`src/rtl/wb_initiator.sv`:
```
// wb_initiator: Wishbone classic single-transfer master with command/response handshakes.
// Optional macro WB_INITIATOR_STATS_EN adds saturating ok/error transfer counters.
`default_nettype none

module wb_initiator #(
    parameter int TIMEOUT = 16,
    parameter int CNT_W   = 8
) (
    input  logic        wb_clk_i,
    input  logic        wb_rst_ni,
    input  logic        cmd_valid,
    output logic        cmd_ready,
    input  logic        cmd_we,
    input  logic [31:0] cmd_adr,
    input  logic [31:0] cmd_dat,
    input  logic [3:0]  cmd_sel,
    output logic        rsp_valid,
    input  logic        rsp_ready,
    output logic [31:0] rsp_dat,
    output logic        rsp_err,
    output logic        wbm_cyc_o,
    output logic        wbm_stb_o,
    output logic        wbm_we_o,
    output logic [3:0]  wbm_sel_o,
    output logic [31:0] wbm_adr_o,
    output logic [31:0] wbm_dat_o,
    input  logic [31:0] wbm_dat_i,
    input  logic        wbm_ack_i
`ifdef WB_INITIATOR_STATS_EN
    ,
    output logic [15:0] stat_ok,
    output logic [15:0] stat_err
`endif
);

    typedef enum logic [1:0] {
        IDLE = 2'd0,
        BUS  = 2'd1,
        RESP = 2'd2
    } state_t;

    state_t      state_q, state_d;
    logic        cyc_q, cyc_d;
    logic        we_q, we_d;
    logic [3:0]  sel_q, sel_d;
    logic [31:0] adr_q, adr_d;
    logic [31:0] dat_q, dat_d;
    logic [CNT_W-1:0] cnt_q, cnt_d;
    logic        rsp_valid_q, rsp_valid_d;
    logic [31:0] rsp_dat_q, rsp_dat_d;
    logic        rsp_err_q, rsp_err_d;
    logic        ok_evt, err_evt;

    always_ff @(posedge wb_clk_i or negedge wb_rst_ni) begin
        if (!wb_rst_ni) begin
            state_q     <= IDLE;
            cyc_q       <= 1'b0;
            we_q        <= 1'b0;
            sel_q       <= 4'h0;
            adr_q       <= 32'h0;
            dat_q       <= 32'h0;
            cnt_q       <= '0;
            rsp_valid_q <= 1'b0;
            rsp_dat_q   <= 32'h0;
            rsp_err_q   <= 1'b0;
        end else begin
            state_q     <= state_d;
            cyc_q       <= cyc_d;
            we_q        <= we_d;
            sel_q       <= sel_d;
            adr_q       <= adr_d;
            dat_q       <= dat_d;
            cnt_q       <= cnt_d;
            rsp_valid_q <= rsp_valid_d;
            rsp_dat_q   <= rsp_dat_d;
            rsp_err_q   <= rsp_err_d;
        end
    end

    always_comb begin
        state_d     = state_q;
        cyc_d       = cyc_q;
        we_d        = we_q;
        sel_d       = sel_q;
        adr_d       = adr_q;
        dat_d       = dat_q;
        cnt_d       = cnt_q;
        rsp_valid_d = rsp_valid_q;
        rsp_dat_d   = rsp_dat_q;
        rsp_err_d   = rsp_err_q;
        ok_evt      = 1'b0;
        err_evt     = 1'b0;
        unique case (state_q)
            IDLE: begin
                if (cmd_valid) begin
                    cyc_d   = 1'b1;
                    we_d    = cmd_we;
                    sel_d   = cmd_sel;
                    adr_d   = cmd_adr;
                    dat_d   = cmd_dat;
                    cnt_d   = '0;
                    state_d = BUS;
                end
            end
            BUS: begin
                // An ack on the final timeout edge takes priority over the abort.
                if (wbm_ack_i) begin
                    cyc_d       = 1'b0;
                    we_d        = 1'b0;
                    rsp_dat_d   = we_q ? 32'h0 : wbm_dat_i;
                    rsp_err_d   = 1'b0;
                    rsp_valid_d = 1'b1;
                    ok_evt      = 1'b1;
                    state_d     = RESP;
                end else if (cnt_q == CNT_W'(TIMEOUT - 1)) begin
                    cyc_d       = 1'b0;
                    we_d        = 1'b0;
                    rsp_dat_d   = 32'h0;
                    rsp_err_d   = 1'b1;
                    rsp_valid_d = 1'b1;
                    err_evt     = 1'b1;
                    state_d     = RESP;
                end else begin
                    cnt_d = cnt_q + CNT_W'(1);
                end
            end
            RESP: begin
                if (rsp_ready) begin
                    rsp_valid_d = 1'b0;
                    state_d     = IDLE;
                end
            end
            default: state_d = IDLE;
        endcase
    end

    assign cmd_ready = (state_q == IDLE);
    assign rsp_valid = rsp_valid_q;
    assign rsp_dat   = rsp_dat_q;
    assign rsp_err   = rsp_err_q;
    assign wbm_cyc_o = cyc_q;
    assign wbm_stb_o = cyc_q;
    assign wbm_we_o  = we_q;
    assign wbm_sel_o = sel_q;
    assign wbm_adr_o = adr_q;
    assign wbm_dat_o = dat_q;

`ifdef WB_INITIATOR_STATS_EN
    logic [15:0] stat_ok_q, stat_err_q;

    always_ff @(posedge wb_clk_i or negedge wb_rst_ni) begin
        if (!wb_rst_ni) begin
            stat_ok_q  <= 16'h0;
            stat_err_q <= 16'h0;
        end else begin
            if (ok_evt && stat_ok_q != 16'hFFFF) begin
                stat_ok_q <= stat_ok_q + 16'd1;
            end
            if (err_evt && stat_err_q != 16'hFFFF) begin
                stat_err_q <= stat_err_q + 16'd1;
            end
        end
    end

    assign stat_ok  = stat_ok_q;
    assign stat_err = stat_err_q;
`else
    logic unused_evt;
    assign unused_evt = ok_evt ^ err_evt;
`endif

endmodule

`default_nettype wire

```
`config.mk`:
```
export PLATFORM = sky130hd
export DESIGN_NAME = wb_initiator
export DESIGN_NICKNAME = d
export VERILOG_FILES = /design/src/rtl/wb_initiator.sv
export SDC_FILE = /design/constraint.sdc
export NUM_CORES = 1
export LEC_CHECK = 0
export CAP_MARGIN = 20
export CORE_UTILIZATION = 45
export DETAILED_ROUTE_END_ITERATION = 10
export PLACE_DENSITY = 0.94
export SYNTH_ARGS = -nofsm -noshare
export SYNTH_HDL_FRONTEND = slang
export SYNTH_SLANG_ARGS = --single-unit
```
`constraint.sdc`:
```
create_clock -name wb_clk_i -period 4.35 [get_ports wb_clk_i]
set_input_delay 0.6525 -clock wb_clk_i [delete_from_list [all_inputs] [get_ports wb_clk_i]]
set_output_delay 0.6525 -clock wb_clk_i [all_outputs]
set_load 0.1 [all_outputs]
```
==> results of run 1 <==
==> final cells by class <==
type / instances / area share
sequential: 114 / 0.383
clock buffer: 18 / 0.0561
multi-input combinational: 319 / 0.211
inverter: 34 / 0.0171
clock inverter: 14 / 0.0222
timing repair buffer: 216 / 0.288
tap: 136 / 0.0228
==> placed cells by master (no fill, tap or decap), drive strengths merged <==
master,n
nand2,212
clkdlybuf4s50,210
dfrtp,114
o21ai,38
inv,34
nand4b,32
clkbuf,18
nand3,8
buf,6
clkinv,6
clkinvlp,5
a31oi,3
bufinv,3
nor2,2
and3,2
a2bb2oi,2
nand2b,2
a21oi,2
and2,2
a21o,2
or4,1
and2b,1
o211a,1
o211ai,1
nor4,1
or3,1
a21boi,1
nor3b,1
or2,1
a41oi,1
nand3b,1
ha,1
==> per-layer routing <==
metal	vias up	GRT usage
li1	2002	-
met1	2036	0.284
met2	189	0.433
met3	21	0.0915
met4	0	0.118
met5	-	0
==> how the worst max path moves through the flow <==
| stage | start | slack (ns) | endpoint |
|---|---|---|---|
| global route | wbm_we_o$_DFFE_PN0P_ | 0.98 | wbm_we_o |
| floorplan | state_q[0]$_DFFE_PN0P_ | 1.64 | wbm_dat_o[14]$_DFFE_PN0P_ |
| detailed placement | wbm_ack_i | 1.35 | rsp_dat[7]$_DFFE_PN0P_ |
| global placement | wbm_ack_i | 1.45 | rsp_dat[10]$_DFFE_PN0P_ |
| finish | wbm_we_o$_DFFE_PN0P_ | 1.09 | wbm_we_o |
| CTS | wbm_we_o$_DFFE_PN0P_ | 1.10 | wbm_we_o |
==> logic make-up after synthesis <==
group / after synthesis / synth area share
compound gates: 51 / 0.0716
fa+ha+maj: 1 / 0.00265
buf+inv: 66 / 0.0636
flops: 114 / 0.604
simple gates: 267 / 0.258
==> registers in the layout, summed over array words and instances, names as in the netlist <==
register	count
rsp_dat	32
wbm_adr_o	32
wbm_dat_o	32
cnt_q	8
wbm_sel_o	4
state_q	2
rsp_err	1
rsp_valid	1
wbm_cyc_o	1
wbm_we_o	1
==> metrics by stage <==
step	std cells	hold slack, ns
final	851	0.270
after global routing	851	0.340
after CTS	851	0.295
after detailed placement	819	0.464
after global placement	819	0.457
after floorplan	499	0.357
==> impl_summary.txt, run 1 <==
----------------------------------------------------
[Status]
  Result of the run ... finished clean

[Cells and area]
  Area taken by flip-flops and latches ... 2850 um^2
  Final #Nets ... 809
  Post-synthesis to final-layout area growth ... 57.9%
  Post-route standard cell area excluding fillers ... 7450 um^2
  Combined area of the multi-input logic cells ... 1570 um^2
  Number of inserted filler cells in the final layout ... 721
  Post-layout utilization of the core ... 0.728
  Fraction of final layout cells sized beyond drive strength 1 ... 0.0769
  Antenna cells ... 0

[Clock network]
  Number of buffers added to fix hold violations after cts ... 0
  Post-CTS Setup Repair Bufs ... 0
  Clock slew seen by the registers of the worst setup and hold paths ... 0.06 ns
  Clock latency on the worst-skew pair ... 0.51 ns
  Post-CTS resize count ... 0
  Deepest level of the CTS H-tree ... 4
  Number of clock sinks ... 114
  TritonCTS clock tree ... done
  Buffers from clock root to sink, at most ... 2
  Clock buffers created by TritonCTS ... 17
  Root buf cell ... sky130_fd_sc_hd__clkbuf_8

[Global routing]
  First-pass GRT wire length ... 21700 um
  Overall overflow remaining after global route ... 0
  Via count of the first global-routing pass ... 4527
  Maximum number of pins on one net before global-route repair ... 76
  Antenna violations before repair ... 0
  Total global routing track utilization ... 0.254

[Worst setup path]
  Start of the worst register-to-register path ... state_q[1]$_DFFE_PN0P_
  Number of buffer and inverter instances along the worst setup path ... 1
  R2r worst-path depth ... 4
  Flop2flop setup slack ... 1.81 ns
  Maximum fanout along the worst path ... 34
  Category of the most critical setup path ... reg -> out
  Data arrival time of the critical path ... 2.61 ns
  Total stage count of the critical path ... 1
  Critical Path, Cell by Cell ... clkdlybuf4s50_1
  CP endpoint kind ... output port
  Element type at the critical path start ... flip-flop
  Critical R2R Capture ... rsp_dat[8]$_DFFE_PN0P_
  Delay of the slowest critical-path stage ... 1.26 ns
  Critical path's slowest cell ... sky130_fd_sc_hd__clkdlybuf4s50_1
  Cell type group with the largest total delay on the critical path ... buffers and inverters
  Required time reported for the critical path endpoint ... 3.70 ns

[Synthesis]
  Sequential fraction of the synthesis area ... 0.604
  Warnings from Yosys ... 0
  Most used DFF post-synth ... sky130_fd_sc_hd__dfrtp_1
  #FFs+latches synth ... 114
  Syn_area_per_cell ... 9.46 um^2
  Number of unique standard cell types used by synthesis ... 37
  Area fraction of the dominant cell type after synthesis ... 0.604
  Number of synthesized flops with an enable pin ... 0
  Net count of the mapped netlist ... 606
  List of most frequent post-synthesis cells ... 211 x sky130_fd_sc_hd__nand2_1, 114 x sky130_fd_sc_hd__dfrtp_1, 34 x sky130_fd_sc_hd__inv_1
  Top area cells in the synthesized netlist ... sky130_fd_sc_hd__dfrtp_1 60%, sky130_fd_sc_hd__nand2_1 17%, sky130_fd_sc_hd__nand4b_1 5.9%
  Cell area after synthesis ... 4720 um^2
  Dominant cell type by area after synthesis ... sky130_fd_sc_hd__dfrtp_1
  Async set-reset flop share out of synthesis ... 1.00
  Most used standard cell by instance count after synthesis ... sky130_fd_sc_hd__nand2_1
  Synthesized instance count ... 499

[STA]
  Final number of hold-violating endpoints ... 0
  Actual slew at the worst max-slew pin ... 1.02 ns
  Worst clock skew ... 0.00609 ns
  Time the final worst path needs with I/O delays and setup ... 3.26 ns
  Total setup violations reported at the end of the flow ... 0
  Total Negative Setup Slacks ... 0 ns
  Min setup slack post-route ... 1.09 ns
  Max Freq ... 0.307 GHz
  Tightest slew margin relative to the limit ... 0.317
  Unrepaired setup endpoints after global routing ... no
  Fin. max-slew vios ... 0
  Post-route fraction of the period consumed by the critical path ... 0.749

[Routing]
  Detailed-router iteration count before antenna repair ... 6
  Detailed route wirelength on metal3 ... 1160 um
  Number of vias per cell ... 4.99
  Via count ... 4248
  Routed WL per cell ... 15.4 um
  Met2 WL ... 6560 um
  M1 WL ... 5130 um
  Violation count after the first detailed-route iteration ... 181
  Total routed wirelength ... 13100 um
  DR top layer ... met4
  Remaining antenna violation count ... 0
  Drt drc ... 0

[Floorplan]
  Floorplan row count ... 37
  Vert. Die Dim ... 104 um
  Starting Density ... 0.461
  Ports ... 212
  Core ar. ... 10200 um^2
  Die outline area ... 10900 um^2
  Die Width ... 104 um

[Placed design]
  Post-detail-place hpwl ... 8940 um
  Port Buffer Count ... 211
  Final estimated routing congestion in global placement ... 0.838
  Setup WS pre-CTS ... 1.35 ns
  Cell area after placement ... 6870 um^2

[Worst hold path]
  Class of the most critical hold timing path ... in -> async

[Job]
  Max Cap Violations ... 0

----------------------------------------------------
Power of run 1 is not shown: default switching activity piles up to over one toggle a cycle in this logic, so the estimate is an artifact.
==> inputs of run 2 (changes only) <==
--- a/config.mk
+++ b/config.mk
@@ -6,9 +6,9 @@
 export NUM_CORES = 1
 export LEC_CHECK = 0
 export CAP_MARGIN = 20
-export CORE_UTILIZATION = 45
+export CORE_UTILIZATION = 42
 export DETAILED_ROUTE_END_ITERATION = 10
-export PLACE_DENSITY = 0.94
+export PLACE_DENSITY = 0.89
 export SYNTH_ARGS = -nofsm -noshare
 export SYNTH_HDL_FRONTEND = slang
 export SYNTH_SLANG_ARGS = --single-unit
==> constraint.sdc (replaced) <==
create_clock -name wb_clk_i -period 3.3 [get_ports wb_clk_i]
set_input_delay 0.495 -clock wb_clk_i [delete_from_list [all_inputs] [get_ports wb_clk_i]]
set_output_delay 0.495 -clock wb_clk_i [all_outputs]
set_load 0.1 [all_outputs]
==> run 2 against run 1 <==
- die area grew 7.0%
- critical path depth is the same
- non-clock buffer count grew 3
- first-iteration DRC count grew 65%
- utilization shrank 3.9 points
- global-route usage shrank 2.5 points
- sequential share of layout area shrank 0.30 points
- clock-buffer cell count grew 1
==> impl_summary.txt, run 2 (same netlist as run 1, synthesis figures left out) <==
----------------------------------------------------
[Status]
  Result of the run ... finished clean

[Routing]
  Detailed-router iteration count before antenna repair ... 4 (-2)
  Routed WL per cell ... 15.0 um (-2.8%)
  Drt drc ... 0 (unchanged)
  Via count ... 4244 (-0.094%)
  Remaining antenna violation count ... 0 (unchanged)
  Total routed wirelength ... 12800 um (-2.0%)
  Number of vias per cell ... 4.95 (-0.91%)
  Violation count after the first detailed-route iteration ... 299 (+65%)

[Global routing]
  Total global routing track utilization ... 0.229 (-0.0251)
  Met3 Usage GRT ... 0.0814 (-0.0101)
  Most crowded layer after global routing ... met2
  Met1 Use GR ... 0.268 (-0.0156)
  Via count of the first global-routing pass ... 4379 (-3.3%)
  Met2 demand-to-capacity share in global routing ... 0.387 (-0.0461)
  Overall overflow remaining after global route ... 0 (unchanged)
  First-pass GRT wire length ... 20700 um (-4.4%)
  Antenna violations before repair ... 0 (unchanged)
  Maximum number of pins on one net before global-route repair ... 71 (-6.6%)

[Cells and area]
  Most common cell after layout, fill and taps aside ... sky130_fd_sc_hd__nand2_1
  Most frequent cells in the layout ... 210 x sky130_fd_sc_hd__nand2_1, 208 x sky130_fd_sc_hd__clkdlybuf4s50_1, 114 x sky130_fd_sc_hd__dfrtp_1
  Post-synthesis to final-layout area growth ... 59.1%
  Final #Nets ... 812 (+0.37%)
  Fraction of final layout cells sized beyond drive strength 1 ... 0.0822 (+0.00525)
  Post-route standard cell area excluding fillers ... 7510 um^2 (+0.79%)
  Antenna cells ... 0 (unchanged)

[Worst setup path]
  Delay of the slowest critical-path stage ... 1.17 ns (-0.09 ns)
  Start of the worst register-to-register path ... cnt_q[4]$_DFFE_PN0P_
  Flop2flop setup slack ... 1.35 ns (-0.46 ns)
  Number of buffer and inverter instances along the worst setup path ... 1 (unchanged)
  Critical Path, Cell by Cell ... clkdlybuf4s50_1
  Category of the most critical setup path ... reg -> out
  Critical R2R Capture ... wbm_we_o$_DFFE_PN0P_
  Maximum fanout along the worst path ... 2 (-94%)
  Required time reported for the critical path endpoint ... 2.80 ns (-0.90 ns)
  R2r worst-path depth ... 5 (+1)
  CP endpoint kind ... output port
  Critical path's slowest cell ... sky130_fd_sc_hd__clkdlybuf4s50_1
  Data arrival time of the critical path ... 2.04 ns (-0.57 ns)
  Cell type group with the largest total delay on the critical path ... buffers and inverters
  Element type at the critical path start ... flip-flop

[Clock network]
  Clock slew seen by the registers of the worst setup and hold paths ... 0.06 ns (about the same)
  TritonCTS clock tree ... done
  Buffers from clock root to sink, at most ... 2 (unchanged)
  Deepest level of the CTS H-tree ... 4 (unchanged)
  Number of buffers added to fix hold violations after cts ... 0 (unchanged)
  Clock buffers created by TritonCTS ... 17 (unchanged)
  Root buf cell ... sky130_fd_sc_hd__clkbuf_8
  Clock latency on the worst-skew pair ... 0.50 ns (about the same)
  Post-CTS Setup Repair Bufs ... 0 (unchanged)
  Number of clock sinks ... 114 (unchanged)
  Post-CTS resize count ... 0 (unchanged)

[Placed design]
  Setup WS pre-CTS ... 1.09 ns (-0.259 ns)
  Post-detail-place hpwl ... 8720 um (-2.5%)
  Port Buffer Count ... 211 (unchanged)
  Final estimated routing congestion in global placement ... 0.803 (-4.1%)
  Cell area after placement ... 6900 um^2 (+0.51%)

[Job]
  Max Cap Violations ... 0 (unchanged)

[STA]
  Total Negative Setup Slacks ... 0 ns (unchanged)
  Min setup slack post-route ... 0.768 ns (-0.323 ns)
  Minimum hold slack ... 0.0575 ns (-0.213 ns)
  Final number of hold-violating endpoints ... 0 (unchanged)
  Time the final worst path needs with I/O delays and setup ... 2.53 ns
  Max Freq ... 0.395 GHz
  Unrepaired setup endpoints after global routing ... no
  Fin. max-slew vios ... 0 (unchanged)
  Post-route fraction of the period consumed by the critical path ... 0.767
  Total setup violations reported at the end of the flow ... 0 (unchanged)
  Actual slew at the worst max-slew pin ... 1.02 ns (-0.00610 ns)
  Worst clock skew ... 0.00816 ns (+0.00207 ns)
  Tightest slew margin relative to the limit ... 0.321 (+0.00408)

[Floorplan]
  Floorplan row count ... 38 (+2.7%)
  Die Width ... 108 um (+3.4%)
  Die outline area ... 11700 um^2 (+7.0%)
  Starting Density ... 0.434 (-0.0278)
  Ports ... 212 (unchanged)
  Vert. Die Dim ... 108 um (+3.4%)
  Core ar. ... 10900 um^2 (+6.4%)

[Worst hold path]
  Class of the most critical hold timing path ... in -> async

----------------------------------------------------
-- run 2: metrics by stage --
step,cells,utilization
floorplan,499,-
detailed placement,826,0.634
CTS,858,0.690
global placement,826,0.634
finish,858,0.690
global route,858,0.690
-- run 2: area by class of cell --
type	instances	area, um^2
inverter	34	128
clock buffer	19	422
fill	785	3380
clock inverter	13	185
timing repair buffer	219	2180
tap	140	175
sequential	114	2850
multi-input combinational	319	1570
-- run 2: how the worst max path moves through the flow --
stage / startpoint / end / slack, ns / depth (start not counted)
global route: wbm_cyc_o$_DFFE_PN0P_ / wbm_stb_o / 0.71 / 1
finish: wbm_adr_o[13]$_DFFE_PN0P_ / wbm_adr_o[13] / 0.77 / 1
global placement: cmd_valid / cnt_q[6]$_DFFE_PN0P_ / 1.12 / 5
detailed placement: cmd_valid / cnt_q[6]$_DFFE_PN0P_ / 1.09 / 5
floorplan: state_q[0]$_DFFE_PN0P_ / wbm_dat_o[14]$_DFFE_PN0P_ / 0.59 / 7
CTS: wbm_cyc_o$_DFFE_PN0P_ / wbm_cyc_o / 0.73 / 1
-- run 2: layer usage --
metal  vias to the layer above  part of all wire
met5                         -                 0
met4                         0             0.019
met3                        24             0.087
met2                       192              0.50
met1                      2025              0.39
li1                       2003                 -
Power of run 2 is left out for the same reason.
==> inputs of run 3 (changes only) <==
--- a/config.mk
+++ b/config.mk
@@ -6,9 +6,9 @@
 export NUM_CORES = 1
 export LEC_CHECK = 0
 export CAP_MARGIN = 20
-export CORE_UTILIZATION = 42
+export CORE_UTILIZATION = 38
 export DETAILED_ROUTE_END_ITERATION = 10
-export PLACE_DENSITY = 0.89
+export PLACE_DENSITY = 0.85
 export SYNTH_ARGS = -nofsm -noshare
 export SYNTH_HDL_FRONTEND = slang
 export SYNTH_SLANG_ARGS = --single-unit
==> constraint.sdc (replaced) <==
create_clock -name wb_clk_i -period 2.1 [get_ports wb_clk_i]
set_input_delay 0.315 -clock wb_clk_i [delete_from_list [all_inputs] [get_ports wb_clk_i]]
set_output_delay 0.315 -clock wb_clk_i [all_outputs]
set_load 0.1 [all_outputs]
==> run 3 against run 2 <==
- hold slack gained 0.35 ns
- utilization shrank 8.0 points
- worst setup slack lost 0.55 ns
==> impl_summary.txt, run 3 (same netlist as run 1, synthesis figures left out) <==
----------------------------------------------------
[Global routing]
  First-pass GRT wire length ... 20300 um (-1.9%)
  Antenna violations before repair ... 0 (unchanged)
  Maximum number of pins on one net before global-route repair ... 66 (-7.0%)
  Via count of the first global-routing pass ... 4388 (+0.21%)
  Overall overflow remaining after global route ... 0 (unchanged)
  Total global routing track utilization ... 0.202 (-0.0273)

[Cells and area]
  Final #Nets ... 817 (+0.62%)
  Post-synthesis to final-layout area growth ... 55.7%
  Post-layout utilization of the core ... 0.609 (-0.0804)
  Antenna cells ... 0 (unchanged)
  Most frequent cells in the layout ... 210 x sky130_fd_sc_hd__nand2_1, 116 x sky130_fd_sc_hd__buf_4, 114 x sky130_fd_sc_hd__dfrtp_1
  Fraction of final layout cells sized beyond drive strength 1 ... 0.230 (+0.148)
  Most common cell after layout, fill and taps aside ... sky130_fd_sc_hd__nand2_1

[STA]
  Final number of hold-violating endpoints ... 0 (unchanged)
  Total setup violations reported at the end of the flow ... 0 (unchanged)
  Post-route fraction of the period consumed by the critical path ... 0.898
  Time the final worst path needs with I/O delays and setup ... 1.89 ns
  Total Negative Setup Slacks ... 0 ns (unchanged)
  Unrepaired setup endpoints after global routing ... no
  Worst clock skew ... 0.00805 ns (-0.000109 ns)
  Max Freq ... 0.530 GHz
  Tightest slew margin relative to the limit ... 0.606 (+0.286)
  Fin. max-slew vios ... 0 (unchanged)
  Actual slew at the worst max-slew pin ... 0.591 ns (-0.425 ns)

[Placed design]
  Port Buffer Count ... 211 (unchanged)
  Post-detail-place hpwl ... 8760 um (+0.42%)
  Final estimated routing congestion in global placement ... 0.841 (+4.7%)

[Routing]
  Via count ... 4283 (+0.92%)
  Number of vias per cell ... 4.82 (-2.6%)
  Routed WL per cell ... 14.0 um (-6.3%)
  Remaining antenna violation count ... 0 (unchanged)
  Detailed-router iteration count before antenna repair ... 4 (unchanged)
  Drt drc ... 0 (unchanged)
  Total routed wirelength ... 12500 um (-3.0%)
  Violation count after the first detailed-route iteration ... 179 (-40%)

[Job]
  Max Cap Violations ... 0 (unchanged)

[Clock network]
  Post-CTS Setup Repair Bufs ... 0 (unchanged)
  Buffers from clock root to sink, at most ... 2 (unchanged)
  Clock slew seen by the registers of the worst setup and hold paths ... 0.05 ns (about the same)
  TritonCTS clock tree ... done
  Clock buffers created by TritonCTS ... 17 (unchanged)
  Number of clock sinks ... 114 (unchanged)
  Deepest level of the CTS H-tree ... 4 (unchanged)
  Post-CTS resize count ... 0 (unchanged)
  Clock latency on the worst-skew pair ... 0.41 ns (-0.09 ns)
  Number of buffers added to fix hold violations after cts ... 1 (+1)
  Root buf cell ... sky130_fd_sc_hd__clkbuf_16

[Worst setup path]
  Critical Path, Cell by Cell ... or4_4 > o21ai_1 > and2_1 > buf_4 > o21ai_0
  Critical path's slowest cell ... sky130_fd_sc_hd__or4_4
  Maximum fanout along the worst path ... 28 (+26)
  Delay of the slowest critical-path stage ... 0.58 ns (-0.59 ns)
  Flop2flop setup slack ... 0.21 ns (-1.14 ns)
  Element type at the critical path start ... flip-flop
  Data arrival time of the critical path ... 2.16 ns (+0.12 ns)
  CP endpoint kind ... flip-flop
  Category of the most critical setup path ... reg -> reg
  Required time reported for the critical path endpoint ... 2.37 ns (-0.43 ns)

[Floorplan]
  Die Width ... 113 um (+5.0%)
  Core ar. ... 12100 um^2 (+11%)
  Starting Density ... 0.391 (-0.0422)
  Die outline area ... 12900 um^2 (+10%)
  Vert. Die Dim ... 113 um (+5.0%)
  Floorplan row count ... 40 (+5.3%)
  Ports ... 212 (unchanged)

[Status]
  Result of the run ... finished clean

[Worst hold path]
  Class of the most critical hold timing path ... in -> async

----------------------------------------------------
run 3: metal layers:
| layer | wire length, um | GRT usage |
|---|---|---|
| met1 | 5080 | 0.226 |
| met2 | 6050 | 0.335 |
| met3 | 980 | 0.0776 |
| met4 | 345 | 0.106 |
| met5 | 0 | 0 |
run 3: final timing paths:
check,from,end,cells past startpoint
setup / recovery,cnt_q[4]$_DFFE_PN0P_,rsp_dat[18]$_DFFE_PN0P_,5
hold / removal,wb_rst_ni,wbm_sel_o[1]$_DFFE_PN0P_,2
setup reg to reg,cnt_q[4]$_DFFE_PN0P_,rsp_dat[18]$_DFFE_PN0P_,5
hold reg to reg,wbm_adr_o[13]$_DFFE_PN0P_,wbm_adr_o[13]$_DFFE_PN0P_,2
max in group asynchronous,wb_rst_ni,wbm_adr_o[2]$_DFFE_PN0P_,3
min in group wb_clk_i,cmd_adr[31],wbm_adr_o[31]$_DFFE_PN0P_,3
run 3: cell type report:
class / count / area (um^2)
clock buffers: 26 / 529
clock inverters: 4 / 70.1
fillers: 981 / 4710
inverters: 34 / 128
multi-input cells: 319 / 1580
flip-flops and latches: 114 / 2850
well taps: 168 / 210
repair buffers: 224 / 1980
run 3: critical path: cells and delay by family (launching register included):
family          cells  cell delay [ns]
buf+inv             1             0.31
flops               1             0.42
compound gates      2             0.27
simple gates        2             0.73
run 3: stage by stage:
step                instances  hold slack, ns  setup slack, ns  cell area (um^2)
finish                    889           0.411            0.215              7350
global route              889           0.420            0.121              7350
CTS                       889           0.381            0.192              7350
detailed placement        858           0.239            0.204              6740
global placement          858           0.232            0.261              6740
floorplan                 499          0.0194            0.220              4730
Power of run 3 is left out for the same reason.
